--- src/rtl/ascon_pkg.sv ---
// Shared Ascon definitions: FSM state enum, round-select encodings,
// start-index constants, round-constant table and the round function.
package ascon_pkg;

  localparam int unsigned XW     = 64;  // state word width
  localparam int unsigned RW     = 4;   // round index width
  localparam int unsigned NR_MAX = 12;  // rounds of the full permutation

  typedef enum logic [1:0] {
    ST_IDLE = 2'd0,
    ST_RUN  = 2'd1,
    ST_DONE = 2'd2
  } perm_state_t;

  // rounds_sel encodings
  localparam logic [1:0] SEL_P12 = 2'b00;
  localparam logic [1:0] SEL_P8  = 2'b01;
  localparam logic [1:0] SEL_P6  = 2'b10;
  localparam logic [1:0] SEL_RSV = 2'b11;

  // first constant index for each round count
  localparam logic [RW-1:0] START_P12 = 4'd0;
  localparam logic [RW-1:0] START_P8  = 4'd4;
  localparam logic [RW-1:0] START_P6  = 4'd6;

  localparam logic [7:0] RC [0:11] = '{
    8'hF0, 8'hE1, 8'hD2, 8'hC3, 8'hB4, 8'hA5,
    8'h96, 8'h87, 8'h78, 8'h69, 8'h5A, 8'h4B
  };

  typedef struct packed {
    logic [XW-1:0] x0;
    logic [XW-1:0] x1;
    logic [XW-1:0] x2;
    logic [XW-1:0] x3;
    logic [XW-1:0] x4;
  } ascon_state_t;

  // Reserved select falls back to the full 12-round permutation.
  function automatic logic [RW-1:0] start_idx(input logic [1:0] sel);
    case (sel)
      SEL_P12: return START_P12;
      SEL_P8:  return START_P8;
      SEL_P6:  return START_P6;
      SEL_RSV: return START_P12;
      default: return START_P12;
    endcase
  endfunction

  function automatic logic [7:0] rc_of(input logic [RW-1:0] idx);
    if (idx < RW'(NR_MAX)) return RC[idx];
    return 8'h00;
  endfunction

  function automatic logic [XW-1:0] ror(input logic [XW-1:0] v, input int unsigned n);
    return (v >> n) | (v << (XW - n));
  endfunction

  // One Ascon-p round: constant addition, bitsliced S-box, linear diffusion.
  function automatic ascon_state_t ascon_round(input ascon_state_t s, input logic [RW-1:0] idx);
    logic [XW-1:0] x0, x1, x2, x3, x4;
    logic [XW-1:0] t0, t1, t2, t3, t4;
    ascon_state_t  r;
    x0 = s.x0;
    x1 = s.x1;
    x2 = s.x2 ^ XW'(rc_of(idx));
    x3 = s.x3;
    x4 = s.x4;
    x0 = x0 ^ x4;
    x4 = x4 ^ x3;
    x2 = x2 ^ x1;
    t0 = ~x0 & x1;
    t1 = ~x1 & x2;
    t2 = ~x2 & x3;
    t3 = ~x3 & x4;
    t4 = ~x4 & x0;
    x0 = x0 ^ t1;
    x1 = x1 ^ t2;
    x2 = x2 ^ t3;
    x3 = x3 ^ t4;
    x4 = x4 ^ t0;
    x1 = x1 ^ x0;
    x0 = x0 ^ x4;
    x3 = x3 ^ x2;
    x2 = ~x2;
    r.x0 = x0 ^ ror(x0, 19) ^ ror(x0, 28);
    r.x1 = x1 ^ ror(x1, 61) ^ ror(x1, 39);
    r.x2 = x2 ^ ror(x2, 1)  ^ ror(x2, 6);
    r.x3 = x3 ^ ror(x3, 10) ^ ror(x3, 17);
    r.x4 = x4 ^ ror(x4, 7)  ^ ror(x4, 41);
    return r;
  endfunction

endpackage

--- src/rtl/ascon_perm_ctrl_if.sv ---
// Request/response bundle of the Ascon permutation controller.
// The abort signal exists only when ASCON_PERM_ABORT_EN is defined.
interface ascon_perm_ctrl_if;

  logic                      in_valid;
  logic                      in_ready;
  logic [1:0]                rounds_sel;
  logic [ascon_pkg::XW-1:0]  x0_i;
  logic [ascon_pkg::XW-1:0]  x1_i;
  logic [ascon_pkg::XW-1:0]  x2_i;
  logic [ascon_pkg::XW-1:0]  x3_i;
  logic [ascon_pkg::XW-1:0]  x4_i;
  logic                      out_valid;
  logic                      out_ready;
  logic [ascon_pkg::XW-1:0]  x0_o;
  logic [ascon_pkg::XW-1:0]  x1_o;
  logic [ascon_pkg::XW-1:0]  x2_o;
  logic [ascon_pkg::XW-1:0]  x3_o;
  logic [ascon_pkg::XW-1:0]  x4_o;
  logic                      busy;
`ifdef ASCON_PERM_ABORT_EN
  logic                      abort;
`endif

  // Requester side (mode FSM)
  modport master (
`ifdef ASCON_PERM_ABORT_EN
    output abort,
`endif
    output in_valid, rounds_sel, x0_i, x1_i, x2_i, x3_i, x4_i, out_ready,
    input  in_ready, out_valid, busy, x0_o, x1_o, x2_o, x3_o, x4_o
  );

  // Controller side
  modport slave (
`ifdef ASCON_PERM_ABORT_EN
    input  abort,
`endif
    input  in_valid, rounds_sel, x0_i, x1_i, x2_i, x3_i, x4_i, out_ready,
    output in_ready, out_valid, busy, x0_o, x1_o, x2_o, x3_o, x4_o
  );

endinterface

--- src/rtl/asconp.sv ---
// Combinational Ascon round datapath: UROL rounds starting at round_cnt.
module asconp
  import ascon_pkg::*;
#(
  parameter int unsigned UROL = 1
) (
  input  logic [RW-1:0] round_cnt,
  input  ascon_state_t  state_i,
  output ascon_state_t  state_o
);

  // Chain UROL rounds with consecutive constant indices
  always_comb begin
    state_o = state_i;
    for (int unsigned r = 0; r < UROL; r++) begin
      state_o = ascon_round(state_o, round_cnt + RW'(r));
    end
  end

endmodule

--- src/rtl/ascon_perm_ctrl.sv ---
// Ascon-p sequencer: accepts a 320-bit state, runs 12/8/6 rounds at UROL
// rounds per clock, and returns the result over a valid/ready handshake.
// Optional feature: ASCON_PERM_ABORT_EN adds an abort input.
module ascon_perm_ctrl
  import ascon_pkg::*;
#(
  parameter int unsigned UROL = 1
) (
  input  logic             clk,
  input  logic             rst,
  ascon_perm_ctrl_if.slave bus
);

  if (UROL != 1 && UROL != 2) begin : g_urol_check
    $error("ascon_perm_ctrl: UROL must be 1 or 2");
  end

  perm_state_t   state_q, state_d;
  logic [RW-1:0] rnd_q, rnd_d, rnd_step;
  ascon_state_t  st_q, st_d, perm_s;
  logic          last_step;
  logic          in_ready_q, in_ready_d;
  logic          out_valid_q, out_valid_d;
  logic          busy_q, busy_d;

  asconp #(.UROL(UROL)) u_asconp (
    .round_cnt (rnd_q),
    .state_i   (st_q),
    .state_o   (perm_s)
  );

  assign rnd_step  = rnd_q + RW'(UROL);
  assign last_step = (rnd_step == RW'(NR_MAX));

  // FSM state register
  always_ff @(posedge clk or posedge rst) begin
    if (rst) state_q <= ST_IDLE;
    else     state_q <= state_d;
  end

  // Next state plus round index / state register update
  always_comb begin
    state_d = state_q;
    rnd_d   = rnd_q;
    st_d    = st_q;
    unique case (state_q)
      ST_IDLE: begin
        if (bus.in_valid) begin
          state_d = ST_RUN;
          rnd_d   = start_idx(bus.rounds_sel);
          st_d    = '{x0: bus.x0_i, x1: bus.x1_i, x2: bus.x2_i,
                      x3: bus.x3_i, x4: bus.x4_i};
        end
      end
      ST_RUN: begin
        st_d = perm_s;
        // Park the index at 0 so the datapath never sees index 12
        if (last_step) begin
          state_d = ST_DONE;
          rnd_d   = '0;
        end else begin
          rnd_d = rnd_step;
        end
      end
      ST_DONE: begin
        if (bus.out_ready) state_d = ST_IDLE;
      end
      default: begin
        state_d = ST_IDLE;
        rnd_d   = '0;
      end
    endcase
`ifdef ASCON_PERM_ABORT_EN
    // Abort wins over everything, keeps the state words, blocks acceptance
    if (bus.abort) begin
      state_d = ST_IDLE;
      rnd_d   = '0;
      st_d    = st_q;
    end
`endif
  end

  // Handshake flags decoded from the next FSM state
  always_comb begin
    in_ready_d  = (state_d == ST_IDLE);
    out_valid_d = (state_d == ST_DONE);
    busy_d      = (state_d == ST_RUN);
  end

  // Datapath registers
  always_ff @(posedge clk or posedge rst) begin
    if (rst) begin
      rnd_q <= '0;
      st_q  <= '0;
    end else begin
      rnd_q <= rnd_d;
      st_q  <= st_d;
    end
  end

  // Registered handshake flags
  always_ff @(posedge clk or posedge rst) begin
    if (rst) begin
      in_ready_q  <= 1'b1;
      out_valid_q <= 1'b0;
      busy_q      <= 1'b0;
    end else begin
      in_ready_q  <= in_ready_d;
      out_valid_q <= out_valid_d;
      busy_q      <= busy_d;
    end
  end

  assign bus.in_ready  = in_ready_q;
  assign bus.out_valid = out_valid_q;
  assign bus.busy      = busy_q;
  assign bus.x0_o      = st_q.x0;
  assign bus.x1_o      = st_q.x1;
  assign bus.x2_o      = st_q.x2;
  assign bus.x3_o      = st_q.x3;
  assign bus.x4_o      = st_q.x4;

endmodule
--- src/flat_wrapper.sv ---
// flat-port wrapper written by rule: the top's interface ports become plain ports
module ascon_perm_ctrl_flat import ascon_pkg::*;
#(
  parameter int unsigned UROL = 1
)
  (clk, rst, bus_in_valid, bus_rounds_sel, bus_x0_i, bus_x1_i, bus_x2_i, bus_x3_i, bus_x4_i, bus_out_ready, bus_in_ready, bus_out_valid, bus_busy, bus_x0_o, bus_x1_o, bus_x2_o, bus_x3_o, bus_x4_o);
  ascon_perm_ctrl_if bus_i ();
  input  logic clk;
  input  logic rst;
  input wire logic [$bits(bus_i.in_valid)-1:0] bus_in_valid;
  input wire logic [$bits(bus_i.rounds_sel)-1:0] bus_rounds_sel;
  input wire logic [$bits(bus_i.x0_i)-1:0] bus_x0_i;
  input wire logic [$bits(bus_i.x1_i)-1:0] bus_x1_i;
  input wire logic [$bits(bus_i.x2_i)-1:0] bus_x2_i;
  input wire logic [$bits(bus_i.x3_i)-1:0] bus_x3_i;
  input wire logic [$bits(bus_i.x4_i)-1:0] bus_x4_i;
  input wire logic [$bits(bus_i.out_ready)-1:0] bus_out_ready;
  output wire logic [$bits(bus_i.in_ready)-1:0] bus_in_ready;
  output wire logic [$bits(bus_i.out_valid)-1:0] bus_out_valid;
  output wire logic [$bits(bus_i.busy)-1:0] bus_busy;
  output wire logic [$bits(bus_i.x0_o)-1:0] bus_x0_o;
  output wire logic [$bits(bus_i.x1_o)-1:0] bus_x1_o;
  output wire logic [$bits(bus_i.x2_o)-1:0] bus_x2_o;
  output wire logic [$bits(bus_i.x3_o)-1:0] bus_x3_o;
  output wire logic [$bits(bus_i.x4_o)-1:0] bus_x4_o;
  assign bus_i.in_valid = bus_in_valid;
  assign bus_i.rounds_sel = bus_rounds_sel;
  assign bus_i.x0_i = bus_x0_i;
  assign bus_i.x1_i = bus_x1_i;
  assign bus_i.x2_i = bus_x2_i;
  assign bus_i.x3_i = bus_x3_i;
  assign bus_i.x4_i = bus_x4_i;
  assign bus_i.out_ready = bus_out_ready;
  assign bus_in_ready = bus_i.in_ready;
  assign bus_out_valid = bus_i.out_valid;
  assign bus_busy = bus_i.busy;
  assign bus_x0_o = bus_i.x0_o;
  assign bus_x1_o = bus_i.x1_o;
  assign bus_x2_o = bus_i.x2_o;
  assign bus_x3_o = bus_i.x3_o;
  assign bus_x4_o = bus_i.x4_o;
  ascon_perm_ctrl #(.UROL(UROL)) u_core (.clk(clk), .rst(rst), .bus(bus_i));
endmodule
--- config.mk ---
export PLATFORM = sky130hd
export DESIGN_NAME = ascon_perm_ctrl_flat
export DESIGN_NICKNAME = d
export VERILOG_FILES = /design/src/rtl/ascon_pkg.sv /design/src/rtl/ascon_perm_ctrl_if.sv /design/src/rtl/asconp.sv /design/src/rtl/ascon_perm_ctrl.sv /design/src/flat_wrapper.sv
export SDC_FILE = /design/constraint.sdc
export NUM_CORES = 2
export LEC_CHECK = 0
export ABC_AREA = 1
export BUFFER_PORTS_ARGS = -buffer_cell sky130_fd_sc_hd__buf_2
export CAP_MARGIN = 15
export CORE_MARGIN = 2
export CORE_UTILIZATION = 35
export DETAILED_ROUTE_END_ITERATION = 10
export PLACE_DENSITY = 0.58
export SYNTH_ARGS = -nofsm -noshare
export SYNTH_HDL_FRONTEND = slang
export SYNTH_SLANG_ARGS = --single-unit
export TNS_END_PERCENT = 30
--- constraint.sdc ---
create_clock -name clk -period 13.3 [get_ports clk]
set_input_delay 1.995 -clock clk [delete_from_list [all_inputs] [get_ports clk]]
set_output_delay 1.995 -clock clk [all_outputs]
set_load 0.02 [all_outputs]
# --- Word level (Yosys, flattened, before mapping) ---
# Memory sizes are Yosys's and may differ from the RTL's.
# Index checks and enable logic that the tools add are counted.
word_totals:
  regBits: 329
  romBits: 128
  input_bits: 326
  output_inout_bits: 323
  elab_cells: 90
  memories: 1
classes:
  add_sub_neg: 1
  magnitude_cmp: 2
  n_eq_ne: 9
  n_mux: 15
  bitwise: 45
  n_reduce_logical: 7
mem_list:
  columns: ["memory", "depth", "width", "read_ports", "rd_clocked_by_memory_dff", "wr", "line", "source"]
  rows:
  - ["(no name shown)", 16, 8, 1, 0, 0, "ascon_pkg.sv:51", "if (idx < RW'(NR_MAX)) return RC[idx];"]
ops:
  columns: ["op", "n"]
  rows:
  - ["$xor 64x64->64", 21]
  - ["$pmux 320 s2", 1]
  - ["$not 64->64", 6]
  - ["$and 64x64->64", 5]
  - ["$mux 320", 1]
  - ["$or 23x64->64", 1]
  - ["$or 25x64->64", 1]
  - ["$or 3x64->64", 1]
  - ["$or 36x64->64", 1]
  - ["$or 45x64->64", 1]
  - ["$or 47x64->64", 1]
  - ["$or 54x64->64", 1]
  - ["$or 57x64->64", 1]
  - ["$or 58x64->64", 1]
  - ["$or 63x64->64", 1]
  - ["$xor 64x8->64", 1]
  - ["$mux 8", 4]
  - ["$pmux 4 s3", 2]
  - ["$eq 2x2->1 const B", 4]
  - ["$mux 4", 2]
  - ["$eq 2x1->1 const B", 3]
  - ["$logic_not 2->1", 3]
  - ["$mux 2", 3]
  - ["$pmux 2 s3", 1]
  - ["11 further kinds", 12]

# --- Logic depth before layout (Yosys ltp) ---
logic_depth:
  word_depth: 16
  mapped_depth: 18
  depth_no_buf: 17

# --- By module ---
# A second synthesis with hierarchy kept.
hier_totals:
  cells_unflattened: 6093
  area_unflattened_um2: 36206.0
by_module_without_submodules:
  columns: ["module", "instances", "cells_each", "area_per_inst_um2", "seq_area_each_um2"]
  rows:
  - ["asconp", 1, 4288, 21043.9, 0.0]
  - ["ascon_perm_ctrl", 1, 1805, 15162.0, 8234.1]

# --- Worst setup path after synthesis ---
# No wires, ideal clock.
synth_path:
  path_type: "in2reg"
  from: "input bus_in_valid"
  to: "register u_core.st_q, in the netlist u_core.bus.x1_o[40]"
  setup_time_ps: 117
  t_arrival_ps: 2847
  required_time_ps: 13183
  path_slack_ps: 10336
  stages: 8
  path_buffers: 2
  path_cell_list: "inv_1 a21oi_4 inv_2 buf_2 clkbuf_1 nor2_1 nand2_1 nand2_1"
synth_via:
  elab_chain_cells: 2
synth_lines:
  columns: ["item", "line", "source"]
  rows:
  - ["from (decl)", "flat_wrapper.sv:10", "input wire logic [$bits(bus_i.in_valid)-1:0] bus_in_valid;"]
  - ["$ne 2x2->1 (no source line)", null, null]
  - ["$reduce_and 2->1 (no source line)", null, null]
  - ["to (signal assigned)", "ascon_perm_ctrl.sv:97", "st_q <= st_d;"]
  - ["to (decl)", "ascon_perm_ctrl.sv:20", "ascon_state_t st_q, st_d, perm_s;"]
# No other way between the ends.
# A chain may end at the register's enable or synchronous reset.

# --- Worst setup path after layout ---
layout_path:
  from: "input bus_in_valid"
  to: "register u_core.st_q, in the netlist u_core.bus.x4_o[38]"
# Same word-level chain as after synthesis.

==> flow_metrics.env <==
export IMPL_outcome="completed"
export IMPL_slew_violations=0
export IMPL_startpoint_type="primary input"
export IMPL_cts_clk_slew_worst_paths_ns=0.06
export IMPL_setup_slack_ns=8.59
export IMPL_finalNetCount=7178
export IMPL_synth_flop_cell="dfrtp_1"
export IMPL_regToRegEndpoint="u_core.bus.x1_o[58]"
export IMPL_yosysWarnings=0
export IMPL_path_common_cell="buf_4"
export IMPL_async_reset_ff_frac=1.00
export IMPL_crit_type="in -> reg"
export IMPL_netlist_area_um2=36400
export IMPL_reg2reg_from="u_core.state_q[0]"
export IMPL_critical_path_slowest_cell="buf_4"
export IMPL_grt_pass1_wl_um=329000
export IMPL_required_ns=13.82
export IMPL_die_area_um2=106000
export IMPL_initial_core_util=0.352
export IMPL_hold_viol_final=0
export IMPL_rsz0062_at_grt="false"
export IMPL_track_usage=0.451
export IMPL_critPathMaxFanout=100
export IMPL_port_buffers=648
export IMPL_clockRootBuffer="clkbuf_16"
export IMPL_area_growth_pct=17.2
export IMPL_synth_cells=6121
export IMPL_die_w_um=326
export IMPL_synth_area_per_cell_um2=5.94
export IMPL_grt_pass1_vias=39600
export IMPL_drt_total_wl_um=249000
export IMPL_synth_cell_types=37
export IMPL_fin_crit_ns=4.71
export IMPL_fin_tns_setup_ns=0
export IMPL_crit_chain="buf_2 -> inv_1 -> a21oi_4 -> buf_4 -> inv_8 -> buf_4 -> buf_4 -> nor2_1 -> o21ai_0 -> nand2_1"
export IMPL_cap_violations=0
export IMPL_io_pins=649
export IMPL_cp_end_kind="register"
export IMPL_clkLatencyLatePin_ns=0.65
export IMPL_endpoint="u_core.bus.x4_o[38]"
export IMPL_cts_htree_levels=2
export IMPL_finalClockSkew_ns=0.0273
export IMPL_finalSetupViolations=0
export IMPL_worst_pin_slew_ns=1.37
export IMPL_cts_tree="built"
export IMPL_die_y_um=326
export IMPL_vias=45300
export IMPL_antenna_found_initial=48
export IMPL_core_um2=103000
export IMPL_r2r_slack_ns=8.69
export IMPL_critPathLaunch="bus_in_valid"
export IMPL_fmax_mhz=213
export IMPL_slew_headroom=0.0838
export IMPL_final_util=0.412
export IMPL_postCtsHoldBufs=0
export IMPL_postCtsSetupBuffers=0
export IMPL_clock_sinks=329
export IMPL_synthesis_nets=6578
export IMPL_drc_errors=0
export IMPL_ys_seq_area_frac=0.226
export IMPL_dp_slack_ns=8.00
export IMPL_critPathArrivalTime_ns=5.23
export IMPL_cts_buffers=43
export IMPL_cts_buffer_depth=3
export IMPL_gp_congestion=1.14
export IMPL_fin_crit_sh=0.354
export IMPL_drive_gt1_frac=0.177
export IMPL_hold_class="reg -> reg"
export IMPL_cts_resized=0
export IMPL_overflow=0
export IMPL_drtIter0Drc=5865
export IMPL_synth_edf_count=0
export IMPL_hold_start="u_core.bus.x3_o[9]"
export IMPL_max_stage_delay_ns=0.87
export IMPL_grt_max_degree=125
export IMPL_ys_ff_latch=329
export IMPL_r2r_cells=8
export IMPL_dp_hpwl_um=213000
export IMPL_avgRoutedWirePerCell_um=30.6
export IMPL_placementRows=118
export IMPL_first_pass_iters=8
export IMPL_vias_per_cell=5.56
export IMPL_antenna_left=0
through the flow:
stage / hold slack, ns / std cells / cell area, um2
final: 0.517 / 8145 / 42600
after global routing: 0.540 / 8135 / 42600
after CTS: 0.515 / 8135 / 42600
after detailed placement: 0.502 / 8056 / 41100
after global placement: 0.492 / 8056 / 41100
after floorplan: 0.606 / 6121 / 36400
final cells by class:
type | instances | area [um2]
Fill cell | 11400 | 60700
Multi-Input combinational cell | 5099 | 25400
Sequential cell | 329 | 8240
Timing Repair Buffer | 698 | 3630
Inverter | 550 | 2080
Tap cell | 1380 | 1730
Clock buffer | 58 | 1190
Clock inverter | 21 | 287
Antenna cell | 10 | 25.0
per-layer routing:
layer	GRT usage	routed length (um)	vias up
met2	0.653	102000	2693
met5	0	166	-
li1	-	-	20400
met4	0.318	20800	26
met3	0.103	26500	518
met1	0.592	99800	21600
cell usage after synthesis, types with 2 or more instances:
cell	n	area, um2
buf_1	13	48.8
o21ai_1	29	145
ha_1	131	1640
buf_4	2	15.0
xor2_4	7	193
nor2_1	549	2060
xnor2_2	7	114
nand2_1	2782	10400
buf_2	76	380
nand4_1	128	801
and2_0	2	12.5
clkbuf_8	3	41.3
nand2_2	122	763
nor3_1	3	15.0
o21ai_0	207	1040
xor2_2	59	960
xor2_1	214	1870
clkinv_1	3	11.3
o22ai_1	29	181
a21boi_2	53	597
dfrtp_1	328	8210
nand3b_1	61	458
inv_1	382	1430
clkbuf_1	48	180
xnor2_1	97	850
o211ai_1	18	135
a21boi_4	4	75.1
inv_2	165	619
nand3_1	591	2960
critical path: cells and delay by family:
| kind | cells | cell delay, ns |
|---|---|---|
| simple gates | 2 | 0.18 |
| compound gates | 2 | 0.18 |
| buf+inv | 6 | 2.68 |
registers in the layout, indices dropped and copies added (netlist names):
signal	cells
u_core.bus.x2_o	64
u_core.bus.x4_o	64
u_core.bus.out_valid	1
u_core.bus.in_ready	1
u_core.bus.x3_o	64
u_core.bus.x1_o	64
u_core.bus.busy	1
u_core.state_q	2
u_core.bus.x0_o	64
u_core.rnd_q	4
how the worst min path moves through the flow:
stage | to | slack (ns) | cells after the start
after CTS | u_core.bus.x3_o[9] | 0.52 | 2
after detailed placement | u_core.bus.x3_o[9] | 0.50 | 2
after global routing | u_core.bus.x3_o[9] | 0.54 | 2
final | u_core.bus.x3_o[9] | 0.52 | 2
after floorplan | u_core.bus.x3_o[51] | 0.61 | 2
after global placement | u_core.bus.x3_o[27] | 0.49 | 2
logic make-up after synthesis:
| kind of cell | Yosys count | share of synthesized area |
|---|---|---|
| and+or+nand+nor | 4240 | 0.482 |
| DFF | 329 | 0.226 |
| adders and majority gates | 131 | 0.0451 |
| AOI/OAI and AO/OA | 343 | 0.0605 |
| xor gates and xnor gates | 385 | 0.110 |
| buffers and inverters | 693 | 0.0755 |
cell usage in the layout, fill, tap and decap left out, types with 2 or more instances in the layout:
master,n
clkinv_1,3
a21boi_4,4
a21boi_2,53
diode_2,10
o21ai_0,207
nand2_2,122
inv_6,4
o211ai_1,18
o21ai_1,29
clkbuf_8,6
inv_8,2
clkbuf_1,9
o22ai_1,29
clkbuf_16,43
xnor2_1,95
buf_2,648
nand3b_1,61
nor2_1,549
dfrtp_1,327
bufinv_16,6
clkinv_2,6
inv_1,381
clkinvlp_4,5
xor2_4,7
nor3_1,3
buf_4,49
nand3_1,591
nand4_1,128
and2_0,2
ha_1,131
xor2_1,208
inv_2,163
xnor2_2,9
xor2_2,65
nand2_1,2782
Power is left out: the tool's default activity adds up to more than one toggle a clock period on the data nets, which glitch-free logic cannot reach.
